==> src/rtl/ps2_key_ctrl.sv <==
// ps2_key_ctrl: set-2 scan-code sequencer; byte_in/byte_valid/frame_err/clear in -> j1_dir/j1_drop/j2_dir/j2_drop/seq_abort out
module ps2_key_ctrl #(
  parameter int TIMEOUT_CYC = 2000000,
  parameter int CNT_W = 21
) (
  input  logic       clk,
  input  logic       reset_n,
  input  logic [7:0] byte_in,
  input  logic       byte_valid,
  input  logic       frame_err,
  input  logic       clear,
  output logic [3:0] j1_dir,
  output logic       j1_drop,
  output logic [3:0] j2_dir,
  output logic       j2_drop,
  output logic       seq_abort
);
  typedef enum logic [1:0] {IDLE, EXT, BRK, EXT_BRK} state_t;
  localparam logic [CNT_W-1:0] CNT_LAST = CNT_W'(TIMEOUT_CYC - 1);
  state_t state, nxt;
  logic [CNT_W-1:0] cnt;
  logic is_pre, ev_v, ev_make, ev_ext;
  logic [1:0][2:0] key;
  logic [1:0] hit;
  assign is_pre = (state == IDLE || state == EXT) && (byte_in == 8'hE0 || byte_in == 8'hF0);
  assign ev_v = byte_valid && !clear && !frame_err && !is_pre;
  assign ev_make = state == IDLE || state == EXT;
  assign ev_ext = state == EXT || state == EXT_BRK;
  assign nxt = (byte_in == 8'hF0 && state == IDLE) ? BRK :
               (byte_in == 8'hF0 && state == EXT) ? EXT_BRK :
               (byte_in == 8'hE0 && (state == IDLE || state == EXT)) ? EXT : IDLE;
  assign key[0] = byte_in == 8'h1D ? 3'd0 : byte_in == 8'h1B ? 3'd1 : byte_in == 8'h1C ? 3'd2 :
                  byte_in == 8'h23 ? 3'd3 : byte_in == 8'h29 ? 3'd4 : 3'd7;
  assign key[1] = byte_in == 8'h5A ? 3'd4 : !ev_ext ? 3'd7 : byte_in == 8'h75 ? 3'd0 :
                  byte_in == 8'h72 ? 3'd1 : byte_in == 8'h6B ? 3'd2 : byte_in == 8'h74 ? 3'd3 : 3'd7;
  assign hit[0] = ev_v && !ev_ext && key[0] != 3'd7;
  assign hit[1] = ev_v && key[1] != 3'd7;
  always_ff @(posedge clk) begin
    if (!reset_n) begin
      state <= IDLE;
      cnt <= '0;
      seq_abort <= 1'b0;
    end else begin
      seq_abort <= 1'b0;
      if (clear) begin
        state <= IDLE;
        cnt <= '0;
      end else if (frame_err) begin
        state <= IDLE;
        cnt <= '0;
        seq_abort <= state != IDLE;
      end else if (byte_valid) begin
        state <= nxt;
        cnt <= '0;
      end else if (state != IDLE && cnt == CNT_LAST) begin
        state <= IDLE;
        cnt <= '0;
        seq_abort <= 1'b1;
      end else begin
        cnt <= state == IDLE ? '0 : cnt + 1'b1;
      end
    end
  end
  function automatic logic [3:0] arb(input logic [3:0] h, input logic [1:0] l, input logic lv);
    return (lv && h[l]) ? 4'b0001 << l : h[0] ? 4'b0001 : h[1] ? 4'b0010 : h[2] ? 4'b0100 : h[3] ? 4'b1000 : 4'b0000;
  endfunction
  for (genvar g = 0; g < 2; g++) begin : g_pl
    logic [3:0] held, dir_q;
    logic [1:0] last;
    logic last_v, dheld, dp, drop_q;
    always_ff @(posedge clk) begin
      if (!reset_n) begin
        held <= '0;
        last <= '0;
        last_v <= 1'b0;
        dheld <= 1'b0;
        dp <= 1'b0;
        dir_q <= '0;
        drop_q <= 1'b0;
      end else begin
        dir_q <= arb(held, last, last_v);
        drop_q <= dp;
        dp <= 1'b0;
        if (clear) begin
          held <= '0;
          last_v <= 1'b0;
          dheld <= 1'b0;
        end else if (hit[g]) begin
          if (key[g] == 3'd4) begin
            dheld <= ev_make;
            dp <= ev_make && !dheld;
          end else if (!ev_make) begin
            held[key[g][1:0]] <= 1'b0;
          end else if (!held[key[g][1:0]]) begin
            held[key[g][1:0]] <= 1'b1;
            last <= key[g][1:0];
            last_v <= 1'b1;
          end
        end
      end
    end
  end
  assign j1_dir = g_pl[0].dir_q;
  assign j2_dir = g_pl[1].dir_q;
  assign j1_drop = g_pl[0].drop_q;
  assign j2_drop = g_pl[1].drop_q;
endmodule

==> config.mk <==
export PLATFORM = sky130hd
export DESIGN_NAME = ps2_key_ctrl
export DESIGN_NICKNAME = d
export VERILOG_FILES = /design/src/rtl/ps2_key_ctrl.sv
export SDC_FILE = /design/constraint.sdc
export NUM_CORES = 1
export LEC_CHECK = 0
export ABC_CLOCK_PERIOD_IN_PS = 3700
export CORE_ASPECT_RATIO = 1.2
export CORE_MARGIN = 2
export CORE_UTILIZATION = 50
export DETAILED_ROUTE_END_ITERATION = 16
export PLACE_DENSITY_LB_ADDON = 0.15
export SLEW_MARGIN = 20
export SYNTH_ARGS = -nofsm -noshare
export SYNTH_HDL_FRONTEND = slang
export SYNTH_SLANG_ARGS = --single-unit
==> constraint.sdc <==
create_clock -name clk -period 3.7 [get_ports clk]
set_input_delay 0.37 -clock clk [delete_from_list [all_inputs] [get_ports clk]]
set_output_delay 0.37 -clock clk [all_outputs]
set_load 0.01 [all_outputs]
==> load_flow_metrics.sql, run 1 <==
INSERT INTO impl_metrics (metric_group, metric, value, unit) VALUES
('status', 'status', 'finished clean', ''),
('flow_run', 'cap_viol_max_count', '0', ''),
('synth', 'syn_nets', '320', ''),
('global_routing', 'grt_pass1_wl', '9915', 'microns'),
('clock_tree', 'number_of_buffers_inserted_during_clock_tree_synthesis', '5', ''),
('floorplan', 'boundaryPins', '24', ''),
('worst_setup_path', 'setup.worst_path.end_class', 'flop', ''),
('cells_and_area', 'layout.cells.most_common', 'sky130_fd_sc_hd__dfxtp_1', ''),
('timing', 'final-max-slew-violation-count', '0', ''),
('synth', 'synth.ff_latch_count', '52', ''),
('timing', 'max_freq', '430.1', 'MHz'),
('synth', 'async_reset_ff_share', '0', '%'),
('global_routing', 'grt_antenna_before_repair', '0', ''),
('timing', 'rel_slew_slack', '59.60', '%'),
('worst_setup_path', 'setup.worst_path.end', 'g_pl[0].last[0]$_SDFFE_PN0P_', ''),
('clock_tree', 'cts_tree', 'built', ''),
('worst_setup_path', 'worst-setup-path-type', 'in2reg', ''),
('routing', 'drt_pass1_iterations', '5', ''),
('worst_setup_path', 'cp-startpoint', 'byte_in[2]', ''),
('timing', 'post_route_clock_period_utilization', '62.83', '%'),
('worst_setup_path', 'worst-endpoint-required', '3.95', 'ns'),
('timing', 'worst_clock_skew', '0.005912', 'ns'),
('worst_setup_path', 'start_kind', 'input pin', ''),
('synth', 'synth_edf_count', '0', ''),
('floorplan', 'rows', '29', ''),
('cells_and_area', 'final_core_utilization', '58.03', '%'),
('worst_setup_path', 'critPathMaxFanout', '13', ''),
('cells_and_area', 'finalNetCount', '340', ''),
('clock_tree', 'worst_setup_hold_path_clk_slew', '0.10', 'ns'),
('global_routing', 'first_global_vias', '2187', ''),
('timing', 'worst_pin_slew', '0.6013', 'ns'),
('placed_design', 'globalplace.congestion', '0.9407', ''),
('routing', 'finalWirelength', '5965', 'microns'),
('worst_setup_path', 'regToRegStartpoint', 'state[1]$_SDFFE_PP0P_', ''),
('timing', 'finalWorstPathRequiredPeriod', '2.325', 'ns'),
('routing', 'via_per_inst', '6.013', ''),
('placed_design', 'place.detailed.hpwl', '4281', 'microns'),
('worst_setup_path', 'reg2reg_slack', '1.63', 'ns'),
('cells_and_area', 'area_growth_syn_to_layout', '12.91', '%'),
('clock_tree', 'postCtsHoldBufs', '0', ''),
('clock_tree', 'cts.root.buffer_cell', 'sky130_fd_sc_hd__clkbuf_8', ''),
('routing', 'drc', '0', ''),
('timing', 'timing.final.hold_violations', '0', ''),
('pwr', 'max-vdd-ir-drop', '0.2186', 'mV'),
('pwr', 'cellLeakagePower', '0.9616', 'nW'),
('routing', 'vias', '2339', ''),
('global_routing', 'grt_overflow', '0', ''),
('cells_and_area', 'most-common-layout-cells', 'sky130_fd_sc_hd__dfxtp_1, sky130_fd_sc_hd__nor2_1, sky130_fd_sc_hd__clkdlybuf4s50_1', ''),
('synth', 'ys_warn_count', '0', ''),
('clock_tree', 'post-cts-setup-buffers', '0', ''),
('synth', 'synthesis.area_per_instance', '8.836', 'sq um'),
('floorplan', 'fp.dieArea', '6014', 'sq um'),
('timing', 'grt_setup_unrepaired', 'no', ''),
('floorplan', 'die_height', '84.56', 'microns'),
('synth', 'unique_cell_type_count_in_the_yosys_netlist', '61', ''),
('synth', 'post_synth_inst_count', '306', ''),
('routing', 'drt-wirelength-per-cell', '15.33', 'microns'),
('placed_design', 'port-buffer-count', '23', ''),
('cells_and_area', 'drive_gt1_share', '6.116', '%'),
('synth', 'synth_area', '2704', 'sq um'),
('timing', 'total_negative_setup_slacks', '0', 'ns'),
('worst_setup_path', 'r2r_end', 'g_pl[0].last[0]$_SDFFE_PN0P_', ''),
('timing', 'finalSetupViolations', '0', ''),
('cells_and_area', 'diodes', '0', ''),
('clock_tree', 'cts_htree_levels', '2', ''),
('clock_tree', 'cts-resized-gates', '0', ''),
('global_routing', 'globalRouteTotalUtil', '20.36', '%'),
('floorplan', 'dieWidth', '71.13', 'microns'),
('cells_and_area', 'fillCellCount', '472', ''),
('worst_setup_path', 'ff2ff_path_depth', '5', ''),
('synth', 'main_synth_ff_type', 'sky130_fd_sc_hd__dfxtp_1', ''),
('clock_tree', 'sink_count', '52', ''),
('worst_hold_path', 'hold_path_class', 'reg2reg', ''),
('floorplan', 'initial_cell_density_of_the_core', '51.39', '%'),
('routing', 'detail_route.iter0.violations', '114', ''),
('synth', 'seq_area_frac_synth', '38.50', '%'),
('floorplan', 'core_area', '5261', 'sq um'),
('clock_tree', 'clock_tree.buffer_depth', '2', ''),
('routing', 'ant_nets', '0', ''),
('clock_tree', 'insertion_delay', '0.31', 'ns'),
('pwr', 'power.density_cell_area', '312.7', 'nW/um^2'),
('worst_setup_path', 'cp.arrival', '2.57', 'ns'),
('global_routing', 'grt_max_degree', '22', '');
## layout make-up
class / count / area (sq um) / share of cell area [%]
Sequential cell: 52 / 1041 / 34.10
Clock inverter: 2 / 10.01 / 0.3279
Clock buffer: 6 / 82.58 / 2.705
Tap cell: 62 / 77.57 / 2.541
Timing Repair Buffer: 25 / 245.2 / 8.033
Inverter: 9 / 33.78 / 1.107
Multi-Input combinational cell: 233 / 1563 / 51.19
## through the flow
stage               instances  hold slack, ns  power, mW  cell area [sq um]  setup WS, ns
floorplan                 306          0.3984     0.6070               2704         1.761
global placement          381          0.4131     0.6297               2960         1.104
detailed placement        381          0.4220     0.6297               2960         1.042
CTS                       389          0.4460     0.9629               3053         1.383
global route              389          0.4531     0.9904               3053         1.206
finish                    389          0.4418     0.9546               3053         1.375
## synth_stat cells (2+ instances only)
cell type | count | area share [%]
sky130_fd_sc_hd__a2111oi_0 | 2 | 0.65
sky130_fd_sc_hd__nor2b_1 | 2 | 0.46
sky130_fd_sc_hd__o31a_1 | 2 | 0.65
sky130_fd_sc_hd__clkbuf_1 | 3 | 0.42
sky130_fd_sc_hd__nand3b_1 | 4 | 1.1
sky130_fd_sc_hd__o21a_1 | 3 | 0.83
sky130_fd_sc_hd__buf_2 | 5 | 0.93
sky130_fd_sc_hd__and4_1 | 5 | 1.6
sky130_fd_sc_hd__nor3b_1 | 6 | 1.7
sky130_fd_sc_hd__inv_1 | 8 | 1.1
sky130_fd_sc_hd__and3b_1 | 3 | 0.97
sky130_fd_sc_hd__o221a_1 | 3 | 1.2
sky130_fd_sc_hd__nor2_1 | 36 | 5.0
sky130_fd_sc_hd__a21oi_1 | 15 | 2.8
sky130_fd_sc_hd__nand2b_1 | 5 | 1.2
sky130_fd_sc_hd__nor3_1 | 11 | 2.0
sky130_fd_sc_hd__buf_1 | 2 | 0.28
sky130_fd_sc_hd__nor4b_1 | 2 | 0.65
sky130_fd_sc_hd__nand2_1 | 19 | 2.6
sky130_fd_sc_hd__and2_1 | 5 | 1.2
sky130_fd_sc_hd__nand4_1 | 12 | 2.8
sky130_fd_sc_hd__xor2_1 | 13 | 4.2
sky130_fd_sc_hd__xnor2_1 | 6 | 1.9
sky130_fd_sc_hd__o211ai_1 | 3 | 0.83
sky130_fd_sc_hd__mux4_2 | 2 | 1.7
sky130_fd_sc_hd__nand4b_1 | 7 | 2.3
sky130_fd_sc_hd__and3_1 | 7 | 1.6
sky130_fd_sc_hd__mux2i_1 | 6 | 2.2
sky130_fd_sc_hd__or3b_1 | 3 | 0.97
sky130_fd_sc_hd__buf_6 | 2 | 0.83
sky130_fd_sc_hd__nand4bb_1 | 2 | 0.83
sky130_fd_sc_hd__or3_1 | 3 | 0.69
sky130_fd_sc_hd__nor4_1 | 2 | 0.46
sky130_fd_sc_hd__o21ai_0 | 3 | 0.56
sky130_fd_sc_hd__nand3_1 | 17 | 3.1
sky130_fd_sc_hd__dfxtp_1 | 52 | 39
## metal layers
metal | global-route usage (%) | routed length, microns | vias up
met5 | 0 | 0 | -
met2 | 34.24 | 2879 | 63
met3 | 4.442 | 279 | 17
li1 | - | - | 1161
met1 | 24.38 | 2660 | 1098
met4 | 9.949 | 146 | 0
## worst min-delay path by stage
stage                                           from               endpoint  slack (ns)  depth (start not counted)
after floorplan           g_pl[1].dheld$_SDFFE_PP0P_  g_pl[1].dp$_SDFF_PP0_        0.40                          1
after global placement         g_pl[0].dp$_SDFF_PP0_     j1_drop$_SDFF_PN0_        0.41                          1
after detailed placement       g_pl[1].dp$_SDFF_PP0_     j2_drop$_SDFF_PN0_        0.42                          1
after CTS                      g_pl[1].dp$_SDFF_PP0_     j2_drop$_SDFF_PN0_        0.45                          1
after global routing           g_pl[1].dp$_SDFF_PP0_     j2_drop$_SDFF_PN0_        0.45                          1
final                          g_pl[0].dp$_SDFF_PP0_     j1_drop$_SDFF_PN0_        0.44                          1
## report_power, final
| group | leakage (nW) | internal (mW) | total (mW) | switching (mW) |
|---|---|---|---|---|
| registers | 0.419 | 0.559 | 0.559 | 0.000143 |
| clock network | 0.0510 | 0.150 | 0.336 | 0.186 |
| logic | 0.492 | 0.0242 | 0.0593 | 0.0351 |
| total | 0.962 | 0.733 | 0.955 | 0.222 |
## logic make-up after synthesis
family	share of synthesized area [%]
multiplexers	3.887
XOR/XNOR	6.155
AND/OR/NAND/NOR	34.61
buffers and inverters	3.702
flip-flops	38.50
AO/OA/AOI/OAI	12.68
adder cells (fa/ha/maj)	0.4627
## critical path, stage by stage
cell and delay [ns]:
sky130_fd_sc_hd__clkdlybuf4s50_1 0.63, sky130_fd_sc_hd__and3b_1 0.30, sky130_fd_sc_hd__o211ai_1 0.46, sky130_fd_sc_hd__o32ai_2 0.25
sky130_fd_sc_hd__nor4_4 0.34, sky130_fd_sc_hd__mux2i_1 0.21
Power figures use the tool's default switching activity.
==> inputs of run 2 (changes only) <==
Settings changed: ABC_CLOCK_PERIOD_IN_PS 3700 to 2100.
Clock period 3.7 ns to 2.1 ns, I/O delays scaled along.
==> load_flow_metrics.sql, run 2 (synthesis gave the netlist of run 1 again) <==
INSERT INTO impl_metrics (metric_group, metric, value, unit) VALUES
('status', 'status', 'finished clean', ''),
('placed_design', 'globalplace.congestion', '1.010', ''),
('global_routing', 'grt_overflow', '0', ''),
('clock_tree', 'post-cts-setup-buffers', '0', ''),
('cells_and_area', 'finalNetCount', '386', ''),
('cells_and_area', 'most-common-layout-cells', 'sky130_fd_sc_hd__dfxtp_1, sky130_fd_sc_hd__buf_4, sky130_fd_sc_hd__nor2_1', ''),
('cells_and_area', 'layout.cells.most_common', 'sky130_fd_sc_hd__dfxtp_1', ''),
('worst_setup_path', 'worst-endpoint-required', '2.35', 'ns'),
('floorplan', 'initial_cell_density_of_the_core', '51.39', '%'),
('floorplan', 'fp.dieArea', '6014', 'sq um'),
('worst_setup_path', 'critPathMaxFanout', '7', ''),
('worst_hold_path', 'worst_hold_start', 'g_pl[1].dp$_SDFF_PP0_', ''),
('worst_setup_path', 'start_kind', 'input pin', ''),
('floorplan', 'die_height', '84.56', 'microns'),
('routing', 'ant_nets', '0', ''),
('cells_and_area', 'final_core_utilization', '65.21', '%'),
('worst_setup_path', 'cp.arrival', '2.23', 'ns'),
('clock_tree', 'worst_setup_hold_path_clk_slew', '0.10', 'ns'),
('timing', 'total_negative_setup_slacks', '0', 'ns'),
('clock_tree', 'sink_count', '52', ''),
('worst_setup_path', 'critical_path.slowest_cell', 'sky130_fd_sc_hd__clkdlybuf4s50_1', ''),
('routing', 'drc', '0', ''),
('global_routing', 'grt_max_degree', '22', ''),
('pwr', 'max-vdd-ir-drop', '0.5078', 'mV'),
('floorplan', 'dieWidth', '71.13', 'microns'),
('worst_setup_path', 'cp_num_buf_inv', '1', ''),
('timing', 'timing.final.hold_violations', '0', ''),
('worst_setup_path', 'crit_path_max_incr_delay', '0.53', 'ns'),
('timing', 'worst_clock_skew', '0.007197', 'ns'),
('worst_setup_path', 'worst-setup-path-type', 'in2reg', ''),
('floorplan', 'core_area', '5261', 'sq um'),
('cells_and_area', 'area_growth_syn_to_layout', '26.89', '%'),
('global_routing', 'first_global_vias', '2411', ''),
('worst_setup_path', 'worst_path_dominant_cell_family', 'simple AND/OR/NAND/NOR gates', ''),
('routing', 'via_per_inst', '5.779', ''),
('routing', 'detail_route.iter0.violations', '153', ''),
('worst_setup_path', 'ff2ff_path_depth', '6', ''),
('global_routing', 'grt_pass1_wl', '10910', 'microns'),
('timing', 'worst_pin_slew', '0.4271', 'ns'),
('timing', 'rel_slew_slack', '70.79', '%'),
('worst_hold_path', 'hold_path_class', 'reg2reg', ''),
('global_routing', 'globalRouteTotalUtil', '22.42', '%'),
('floorplan', 'rows', '29', ''),
('cells_and_area', 'diodes', '0', ''),
('timing', 'post_route_clock_period_utilization', '94.41', '%'),
('floorplan', 'boundaryPins', '24', ''),
('routing', 'drt_pass1_iterations', '4', ''),
('clock_tree', 'clock_tree.buffer_depth', '2', ''),
('worst_hold_path', 'worst_hold_path.num_cells', '1', ''),
('placed_design', 'port-buffer-count', '23', ''),
('global_routing', 'grt_antenna_before_repair', '0', ''),
('timing', 'finalWorstPathRequiredPeriod', '1.983', 'ns'),
('routing', 'finalWirelength', '6484', 'microns'),
('worst_setup_path', 'r2r_end', 'cnt[15]$_SDFF_PP0_', ''),
('worst_setup_path', 'critical_path_cell_by_cell', 'clkdlybuf4s50_1, nand4bb_1, a211oi_2, o2111ai_2, nor4_4, mux2i_1', ''),
('worst_setup_path', 'setup.worst_path.end_class', 'flop', ''),
('worst_setup_path', 'reg2reg_slack', '0.20', 'ns'),
('pwr', 'cellLeakagePower', '1.188', 'nW'),
('placed_design', 'preCtsSetupSlack', '-0.2256', 'ns'),
('worst_hold_path', 'hold_end', 'j2_drop$_SDFF_PN0_', ''),
('timing', 'max_freq', '504.4', 'MHz'),
('clock_tree', 'cts_htree_levels', '2', ''),
('cells_and_area', 'drive_gt1_share', '18.23', '%'),
('timing', 'finalWorstSetupSlack', '0.1174', 'ns'),
('timing', 'final-max-slew-violation-count', '0', ''),
('flow_run', 'cap_viol_max_count', '0', ''),
('clock_tree', 'number_of_buffers_inserted_during_clock_tree_synthesis', '5', ''),
('timing', 'finalSetupViolations', '0', ''),
('placed_design', 'place.detailed.hpwl', '4910', 'microns'),
('clock_tree', 'cts.root.buffer_cell', 'sky130_fd_sc_hd__clkbuf_8', ''),
('clock_tree', 'insertion_delay', '0.31', 'ns'),
('clock_tree', 'cts_tree', 'built', ''),
('pwr', 'power.density_cell_area', '501.6', 'nW/um^2'),
('routing', 'drt-wirelength-per-cell', '14.91', 'microns'),
('routing', 'vias', '2514', ''),
('worst_setup_path', 'cp-startpoint', 'byte_in[2]', ''),
('worst_setup_path', 'regToRegStartpoint', 'cnt[9]$_SDFF_PP0_', '');
## run 2: cell types whose count changed in the layout (fill, tap and decap cells not counted), sizes merged
cell	previous run	this run
inv	8	9
buf	2	48
clkinv	3	2
clkinvlp	0	1
clkbuf	6	5
## run 2: area by class of cell
cell class / count / area, sq um
multi-input cells: 233 / 1585
repair buffers: 71 / 603.1
fillers: 450 / 1831
clock inverters: 3 / 21.27
flip-flops and latches: 52 / 1041
well taps: 62 / 77.57
inverters: 9 / 33.78
clock buffers: 5 / 68.82
## run 2: worst max-delay path by stage
stage	endpoint	slack (ns)	cells after the start
CTS	g_pl[0].last[1]$_SDFFE_PN0P_	0.10	6
detailed placement	g_pl[0].last[1]$_SDFFE_PN0P_	-0.23	6
global placement	g_pl[0].last[0]$_SDFFE_PN0P_	-0.18	6
global route	g_pl[0].last[1]$_SDFFE_PN0P_	-0.01	7
floorplan	flop	0.32	6
finish	g_pl[0].last[1]$_SDFFE_PN0P_	0.12	6
## run 2: stage by stage
stage / hold slack (ns) / power (mW) / area, sq um / cells
final: 0.4425 / 1.721 / 3431 / 435
after global routing: 0.4615 / 1.788 / 3431 / 435
after CTS: 0.4448 / 1.738 / 3408 / 435
after detailed placement: 0.4215 / 1.155 / 3318 / 427
after global placement: 0.4170 / 1.155 / 3318 / 427
after floorplan: 0.2871 / 1.069 / 2704 / 306
## run 2: what timing repair did
item,CTS,global route
resized for setup,0,3
endpoints found under the setup margin,0,2
hold buffers,0,0
## run 2: per-layer routing
layer	global-route usage (%)	vias up	share of wire, %
met1	27.77	1172	44
met3	3.601	15	4.5
met2	38.91	73	49
li1	-	1254	-
met5	0	-	0
met4	8.233	0	2.3
## run 2: power by group
| group | internal, mW | switching, mW |
|---|---|---|
| clock | 0.237 | 0.347 |
| sequential | 0.985 | 0.000226 |
| combinational | 0.0786 | 0.0722 |
| total | 1.30 | 0.420 |
## run 2: worst register-to-register path: stages, from the launching register on
cell and delay, ns:
sky130_fd_sc_hd__dfxtp_1 0.37, sky130_fd_sc_hd__or4b_1 0.53, sky130_fd_sc_hd__nor3_1 0.23, sky130_fd_sc_hd__a41oi_1 0.21, sky130_fd_sc_hd__o211ai_1 0.20, sky130_fd_sc_hd__buf_12 0.20
sky130_fd_sc_hd__nor2_1 0.06
==> inputs of run 3 (changes only) <==
Settings changed: ABC_CLOCK_PERIOD_IN_PS 2100 to 1880, MAX_ROUTING_LAYER from default to met4.
Clock period 2.1 ns to 1.88 ns, I/O delays scaled along.
==> load_flow_metrics.sql, run 3 (synthesis gave the netlist of run 1 again) <==
INSERT INTO impl_metrics (metric_group, metric, value, unit) VALUES
('floorplan', 'rows', '29', ''),
('clock_tree', 'cts_tree', 'built', ''),
('routing', 'drt-wirelength-per-cell', '14.86', 'microns'),
('worst_setup_path', 'worst-endpoint-required', '2.13', 'ns'),
('timing', 'max_freq', '557.0', 'MHz'),
('timing', 'post_route_clock_period_utilization', '95.50', '%'),
('floorplan', 'die_height', '84.56', 'microns'),
('clock_tree', 'insertion_delay', '0.31', 'ns'),
('clock_tree', 'worst_setup_hold_path_clk_slew', '0.09', 'ns'),
('timing', 'hold-worst-slack', '0.4390', 'ns'),
('pwr', 'max-vdd-ir-drop', '0.4414', 'mV'),
('timing', 'final-max-slew-violation-count', '0', ''),
('worst_setup_path', 'critical_path_cell_by_cell', 'clkdlybuf4s50_1, or3b_4, nor3_2, o21ai_1, or4_1, a21oi_1', ''),
('worst_setup_path', 'critPathMaxFanout', '2', ''),
('routing', 'vias', '2586', ''),
('worst_hold_path', 'hold_path_class', 'in2reg', ''),
('global_routing', 'grt_overflow', '0', ''),
('global_routing', 'first_global_vias', '2443', ''),
('cells_and_area', 'most-common-layout-cells', 'sky130_fd_sc_hd__buf_4, sky130_fd_sc_hd__dfxtp_1, sky130_fd_sc_hd__nor2_1', ''),
('routing', 'detail_route.iter0.violations', '247', ''),
('cells_and_area', 'layout.cells.most_common', 'sky130_fd_sc_hd__buf_4', ''),
('timing', 'rel_slew_slack', '65.91', '%'),
('pwr', 'power.density_cell_area', '536.8', 'nW/um^2'),
('worst_setup_path', 'start_kind', 'input pin', ''),
('flow_run', 'cap_viol_max_count', '0', ''),
('clock_tree', 'sink_count', '52', ''),
('worst_setup_path', 'critical_path.slowest_cell', 'sky130_fd_sc_hd__or4_1', ''),
('placed_design', 'port-buffer-count', '23', ''),
('placed_design', 'place.detailed.hpwl', '4931', 'microns'),
('global_routing', 'grt_pass1_wl', '11130', 'microns'),
('floorplan', 'fp.dieArea', '6014', 'sq um'),
('worst_setup_path', 'worst_path_dominant_cell_family', 'simple AND/OR/NAND/NOR gates', ''),
('clock_tree', 'postCtsHoldBufs', '0', ''),
('routing', 'drt_pass1_iterations', '4', ''),
('timing', 'worst_pin_slew', '0.5043', 'ns'),
('timing', 'finalWorstPathRequiredPeriod', '1.795', 'ns'),
('clock_tree', 'clock_tree.buffer_depth', '2', ''),
('worst_setup_path', 'cp_num_buf_inv', '1', ''),
('cells_and_area', 'final_design_area_no_fill', '3570', 'sq um'),
('global_routing', 'grt_antenna_before_repair', '0', ''),
('routing', 'via_per_inst', '5.798', ''),
('cells_and_area', 'final_core_utilization', '67.85', '%'),
('worst_setup_path', 'cp.arrival', '2.04', 'ns'),
('global_routing', 'globalRouteTotalUtil', '23.29', '%'),
('routing', 'drc', '0', ''),
('cells_and_area', 'finalNetCount', '397', ''),
('clock_tree', 'cts_htree_levels', '2', ''),
('cells_and_area', 'area_growth_syn_to_layout', '32.02', '%'),
('timing', 'total_negative_setup_slacks', '0', 'ns'),
('timing', 'grt_setup_unrepaired', 'yes', ''),
('worst_setup_path', 'worst-setup-path-type', 'in2reg', ''),
('clock_tree', 'cts.root.buffer_cell', 'sky130_fd_sc_hd__clkbuf_8', ''),
('placed_design', 'globalplace.congestion', '1.007', ''),
('floorplan', 'boundaryPins', '24', ''),
('clock_tree', 'number_of_buffers_inserted_during_clock_tree_synthesis', '5', ''),
('pwr', 'cellLeakagePower', '1.283', 'nW'),
('routing', 'ant_nets', '0', ''),
('timing', 'worst_clock_skew', '0.005954', 'ns'),
('worst_setup_path', 'setup.worst_path.end_class', 'flop', ''),
('routing', 'finalWirelength', '6626', 'microns'),
('cells_and_area', 'diodes', '0', ''),
('floorplan', 'initial_cell_density_of_the_core', '51.39', '%'),
('floorplan', 'dieWidth', '71.13', 'microns'),
('status', 'status', 'finished clean', ''),
('timing', 'timing.final.hold_violations', '0', ''),
('floorplan', 'core_area', '5261', 'sq um'),
('placed_design', 'post_dp_cell_area', '3386', 'sq um'),
('worst_setup_path', 'crit_path_max_incr_delay', '0.51', 'ns'),
('timing', 'finalSetupViolations', '0', ''),
('global_routing', 'grt_max_degree', '22', ''),
('cells_and_area', 'drive_gt1_share', '21.88', '%');
run 3: path summary, 6_finish.rpt:
check                          end  slack (ns)                  start  depth (start not counted)
max                           flop        0.08             byte_valid                          6
min          g_pl[0].dp$_SDFF_PP0_        0.44             byte_in[6]                          5
max reg2reg      cnt[4]$_SDFF_PP0_        0.11      cnt[9]$_SDFF_PP0_                          6
min reg2reg     j2_drop$_SDFF_PN0_        0.45  g_pl[1].dp$_SDFF_PP0_                          1
run 3: cell type report:
type,instances,area (sq um)
tap,62,77.57
timing repair buffer,82,688.2
multi-input combinational,233,1640
fill,417,1692
clock buffer,6,72.57
sequential,52,1041
clock inverter,2,16.27
inverter,9,33.78
run 3: repair_timing:
item,4_1_cts,5_1_grt
setup buffers,0,2
pin swaps,5,8
endpoints found under the setup margin,11,34
gates resized for setup,7,17
run 3: power by group:
part           leakage, nW  internal, mW  switching, mW
Combinational        0.823        0.0908         0.0869
Sequential           0.419          1.10       0.000259
Clock               0.0414         0.265          0.372
Total                 1.28          1.46          0.460
run 3: metrics by stage:
stage | total power, mW | setup slack, ns | cells
after floorplan | 1.195 | 0.1230 | 306
after global placement | 1.293 | -0.3644 | 436
after detailed placement | 1.294 | -0.4289 | 436
after CTS | 1.918 | 0.008168 | 444
after global routing | 1.981 | -0.04541 | 446
final | 1.916 | 0.08467 | 446
run 3: routing by layer:
metal  vias to the layer above  wire length, microns  GRT usage (%)  part of all wire (%)
met3                        14                   278          2.881                   4.2
met1                      1210                  2903          28.74                    44
met4                         0                   114          5.146                   1.7
li1                       1282                     -              -                     -
met2                        80                  3330          40.53                    50
met5                         -                     0              -                     0
run 3: tightest hold or removal path, cell delays in order:
cell and delay (ns):
sky130_fd_sc_hd__dlymetal6s2s_1 0.14, sky130_fd_sc_hd__buf_4 0.18, sky130_fd_sc_hd__nor2_1 0.05, sky130_fd_sc_hd__nand4_1 0.10, sky130_fd_sc_hd__nor2_1 0.05
